$ cat src/rtl/alu_shifter_unit.sv
// EX-stage execute block: bit-sliced 32-bit ALU (AND/OR/ADD/SLT with operand
// inversion) plus an independent logical barrel shifter, both registered.

// One ALU bit: optional operand inversion, AND/OR, full adder and the SLT
// "less" input, which is non-zero only for bit 0.
module alu_slice (
  input  logic       src_a,
  input  logic       src_b,
  input  logic       invert_a,
  input  logic       invert_b,
  input  logic       carry_in,
  input  logic       less,
  input  logic [1:0] operation,
  output logic       result,
  output logic       sum,
  output logic       carry_out
);

  logic a;
  logic b;

  assign a         = invert_a ? ~src_a : src_a;
  assign b         = invert_b ? ~src_b : src_b;
  assign sum       = a ^ b ^ carry_in;
  assign carry_out = (a & b) | (a & carry_in) | (b & carry_in);

  always_comb begin
    // NOTE: default assignment first, so no path can leave result unassigned
    // and infer a latch.
    result = 1'b0;
    unique case (operation)
      2'b00:   result = a & b;
      2'b01:   result = a | b;
      2'b10:   result = sum;
      2'b11:   result = less;
      default: result = 1'b0;
    endcase
  end

endmodule

module alu_shifter_unit #(
  parameter int DATA_W  = 32,
  parameter int SHAMT_W = 5
) (
  input  logic               clk,
  input  logic               rst_n,
  input  logic [DATA_W-1:0]  alu_src1,
  input  logic [DATA_W-1:0]  alu_src2,
  input  logic               invert_a,
  input  logic               invert_b,
  input  logic [1:0]         operation,
  input  logic [DATA_W-1:0]  sft_src,
  input  logic [SHAMT_W-1:0] shamt,
  input  logic               left_right,
  output logic [DATA_W-1:0]  alu_result,
  output logic               zero,
  output logic               overflow,
  output logic [DATA_W-1:0]  sft_result
);

  typedef enum logic [1:0] {
    OP_AND = 2'b00,
    OP_OR  = 2'b01,
    OP_ADD = 2'b10,
    OP_SLT = 2'b11
  } alu_op_e;

  // ---------------------------------------------------------------------------
  // ALU: ripple chain of slices; carry-in of bit 0 is invert_b so that
  // invert_b=1 turns ADD into two's-complement subtract.
  // ---------------------------------------------------------------------------
  logic [DATA_W:0]   carry;
  logic [DATA_W-1:0] sum;
  logic [DATA_W-1:0] alu_next;
  logic              ovf;
  logic              set;
  alu_op_e           op;

  assign op       = alu_op_e'(operation);
  assign carry[0] = invert_b;

  genvar i;
  generate
    for (i = 0; i < DATA_W; i++) begin : g_slice
      alu_slice u_slice (
        .src_a     (alu_src1[i]),
        .src_b     (alu_src2[i]),
        .invert_a  (invert_a),
        .invert_b  (invert_b),
        .carry_in  (carry[i]),
        .less      ((i == 0) ? set : 1'b0),
        .operation (operation),
        .result    (alu_next[i]),
        .sum       (sum[i]),
        .carry_out (carry[i+1])
      );
    end
  endgenerate

  // Signed overflow: carry into the sign bit differs from carry out of it.
  // SLT uses the corrected sign so A < B holds even when A - B overflows.
  assign ovf = carry[DATA_W-1] ^ carry[DATA_W];
  assign set = sum[DATA_W-1] ^ ovf;

  logic ovf_next;
  logic zero_next;

  assign ovf_next  = ((op == OP_ADD) || (op == OP_SLT)) ? ovf : 1'b0;
  assign zero_next = (alu_next == '0);

  // ---------------------------------------------------------------------------
  // Shifter: five log stages (1,2,4,8,16), each conditionally shifting by its
  // power of two in the selected direction; vacated bits fill with zero.
  // ---------------------------------------------------------------------------
  logic [DATA_W-1:0] stage [0:SHAMT_W];

  assign stage[0] = sft_src;

  genvar s;
  generate
    for (s = 0; s < SHAMT_W; s++) begin : g_stage
      localparam int STEP = 1 << s;
      logic [DATA_W-1:0] shifted;
      assign shifted = left_right ? (stage[s] << STEP) : (stage[s] >> STEP);
      assign stage[s+1] = shamt[s] ? shifted : stage[s];
    end
  endgenerate

  // ---------------------------------------------------------------------------
  // Output registers: one cycle of latency, cleared asynchronously.
  // ---------------------------------------------------------------------------
  always_ff @(posedge clk or negedge rst_n) begin
    // NOTE: sequential state uses non-blocking assignments only, so every
    // register samples pre-edge values regardless of statement order.
    if (!rst_n) begin
      alu_result <= '0;
      zero       <= 1'b0;
      overflow   <= 1'b0;
      sft_result <= '0;
    end else begin
      alu_result <= alu_next;
      zero       <= zero_next;
      overflow   <= ovf_next;
      sft_result <= stage[SHAMT_W];
    end
  end

endmodule

$ cat config.mk
export PLATFORM = sky130hd
export DESIGN_NAME = alu_shifter_unit
export DESIGN_NICKNAME = d
export VERILOG_FILES = /design/src/rtl/alu_shifter_unit.sv
export SDC_FILE = /design/constraint.sdc
export NUM_CORES = 1
export LEC_CHECK = 0
export CORE_MARGIN = 2
export CORE_UTILIZATION = 45
export CTS_BUF_LIST = sky130_fd_sc_hd__clkbuf_4 sky130_fd_sc_hd__clkbuf_8 sky130_fd_sc_hd__clkbuf_16
export CTS_CLUSTER_DIAMETER = 100
export DETAILED_ROUTE_END_ITERATION = 16
export HOLD_SLACK_MARGIN = 0.08
export PLACE_DENSITY = 0.74
export SKIP_CTS_REPAIR_TIMING = 1
export SYNTH_ARGS = -nofsm -noshare
export SYNTH_HDL_FRONTEND = slang
export SYNTH_SLANG_ARGS = --single-unit
export TNS_END_PERCENT = 5
$ cat constraint.sdc
create_clock -name clk -period 0.8 [get_ports clk]
set_input_delay 0.16 -clock clk [delete_from_list [all_inputs] [get_ports clk]]
set_output_delay 0.16 -clock clk [all_outputs]
set_load 0.02 [all_outputs]
==> flow_metrics.env <==
export IMPL_relSlewSlack=0.5882
export IMPL_startpoint_type="primary input"
export IMPL_drv_slew=0
export IMPL_ys_warn_count=0
export IMPL_die_area_um2=20980
export IMPL_layout_nets=1768
export IMPL_period_needed_ns=12.65
export IMPL_cp_end_kind="flip-flop"
export IMPL_crit_top_cell="fa_2"
export IMPL_worst_pin_slew_ns=0.6099
export IMPL_max_stage_delay_ns=0.50
export IMPL_worstSetupPathType="in2reg"
export IMPL_cts_root_buffer="clkbuf_16"
export IMPL_drtIter0Drc=974
export IMPL_fin_crit_sh=15.81
export IMPL_peakVddDrop_v=0.001065
export IMPL_synthesis_area_per_instance_um2=8.446
export IMPL_final_common_cell="buf_4"
export IMPL_layout_area_overhead_vs_synth_pct=61.81
export IMPL_numCtsBuffers=9
export IMPL_portBuffers=173
export IMPL_fillCellCount=1369
export IMPL_synth_seq_cells=66
export IMPL_worstPathRequired_ns=1.06
export IMPL_synth_ff_type="dfrtp_1"
export IMPL_worstPathMaxFanout=3
export IMPL_drc=0
export IMPL_clkTransAtPathRegs_ns=0.06
export IMPL_h_tree_depth=3
export IMPL_yosysSeqAreaShare=0.1850
export IMPL_setup_viol=132
export IMPL_netlist_area_um2=8927
export IMPL_syn_num_nets=1261
export IMPL_critPathArrivalTime_ns=12.91
export IMPL_hp_class="in2async"
export IMPL_finalNonFillerCells=1834
export IMPL_seqCellArea_um2=1652
export IMPL_p_total_mw=19.88
export IMPL_ant_nets=0
export IMPL_grt_pass1_wl_mm=57.77
export IMPL_crit_slowest_cell="fa_1"
export IMPL_post_dp_hpwl_mm=29.77
export IMPL_ios=174
export IMPL_antenna_found_initial=0
export IMPL_pre_cts_slack_ns=-12.35
export IMPL_num_vias=10840
export IMPL_async_reset_ff_frac=1.000
export IMPL_violations="setup timing"
export IMPL_pwr_density_cell_nw_per_um2=1376
export IMPL_grt_pass1_vias=10790
export IMPL_antenna_cells=0
export IMPL_dp_cells=1813
export IMPL_timing_fmax_mhz=79.04
export IMPL_grt_start_max_net_pins=27
export IMPL_drv_cap=0
export IMPL_p_leak_nw=7.265
export IMPL_ys_types=79
export IMPL_grt_ovfl_total=0
export IMPL_fin_util=0.7422
export IMPL_gp_congestion=1.025
export IMPL_cts_tree="built"
export IMPL_die_h_um=144.9
export IMPL_drive_above_1_share=0.4245
export IMPL_syn_instance_count=1057
export IMPL_clock_sinks=66
export IMPL_rsz0062_at_grt="yes"
export IMPL_fin_hold_ws_ns=0.2117
export IMPL_via_per_inst=5.912
export IMPL_multiInputGateArea_um2=7024
export IMPL_firstDrtPassIters=6
export IMPL_run_status="finished with violations"
export IMPL_synth_edf_count=0
export IMPL_coreArea_um2=19460
export IMPL_layout_common_cells="380 x buf_4, 92 x mux2i_1, 84 x inv_1, 83 x nor2_1, 71 x clkdlybuf4s50_1"
export IMPL_grtUsageTotal=0.3623
export IMPL_die_w_um=144.9
export IMPL_ctsLongestPathBuffers=2
export IMPL_initial_core_util=0.4587
export IMPL_fin_ws_ns=-11.85
export IMPL_wl_mm=40.25
export IMPL_finalHoldViolCount=0
export IMPL_wire_per_inst_um=21.95
export IMPL_rows=51
## layer usage
layer  GRT usage  vias to the layer above  share of wire
met5           0                        -              0
met4      0.2049                        0          0.074
met3     0.07042                      224          0.078
met2      0.6338                      688           0.49
met1      0.4127                     5164           0.36
li1            -                     4767              -
## kinds of logic (layout without fill, tap and decap cells)
family	after synthesis	in the layout	share of synthesized area
fa+ha+maj	96	96	0.1615
compound gates	294	294	0.2296
flops	66	66	0.1850
buf+inv	180	692	0.09460
mux	122	122	0.1467
xor+xnor	66	66	0.06475
simple gates	233	233	0.1179
## worst max-delay path: cells and delay by family
family	cells	cell delay, ns
multiplexers	1	0.17
buffers and inverters	5	0.35
AO/OA/AOI/OAI	2	0.20
AND/OR/NAND/NOR	4	0.73
XOR/XNOR	1	0.17
adder cells (fa/ha/maj)	31	11.09
## stage by stage
stage	setup TNS, ns	instance area [µm²]
global route	-271.96	14450
floorplan	-239.71	9035
CTS	-310.45	14030
global placement	-300.05	13710
finish	-264.43	14450
detailed placement	-307.47	13710
## synth_stat cells, drive strengths merged, types with 3 or more instances
cell     count  area, µm²
buf         52      364.1
fa          32      640.6
o311a        3      30.03
a22oi        6      45.04
mux2        11      123.9
mux2i      105       1051
o311ai       3      33.79
nand2       63      241.5
xor2        64      560.5
mux4         6      135.1
nor2b        4      25.02
and2         5      33.78
nor3        21      110.1
a31oi        6      37.54
o21ai       51      255.3
nor4         8      50.05
o31ai       10      75.07
o211ai      15      112.6
a2bb2oi      3      26.28
nand2b      14      87.58
inv        101      379.1
dfrtp       66       1652
a221oi       6      65.06
a21o         6      45.04
nor2        88      332.8
o22ai       58      362.9
nand3       18      90.09
a221o        3      30.03
a21oi       49      252.8
ha          64      800.8
clkbuf      27      101.4
a211o       10      87.58
and3         3      18.77
a211oi      34      305.3
a32oi        5      51.30
## sequential cells by signal, summed over array words and instances, names as in the netlist
register / count
alu_result: 32
sft_result: 32
overflow: 1
zero: 1
## worst max path at each step
stage / slack [ns] / to / cells past startpoint / startpoint
floorplan: -11.33 / zero / 44 / invert_a
global placement: -12.06 / zero / 44 / alu_src1[0]
detailed placement: -12.35 / zero / 44 / alu_src1[0]
CTS: -12.17 / zero / 44 / alu_src1[0]
global route: -12.09 / zero / 44 / invert_a
finish: -11.85 / zero / 44 / invert_a
## area by class of cell
cell class,count,area share
clock buffers,9,0.01559
clock inverters,7,0.006496
inverters,101,0.02625
multi-input cells,811,0.4863
flip-flops and latches,66,0.1143
well taps,265,0.02295
repair buffers,575,0.3281
## where the power goes
part,switching [mW],internal (mW)
registers,0.208,3.82
logic,6.16,5.36
clock network,1.61,2.72
total,7.97,11.9
Note: power is estimated with default switching activity, not from simulation.
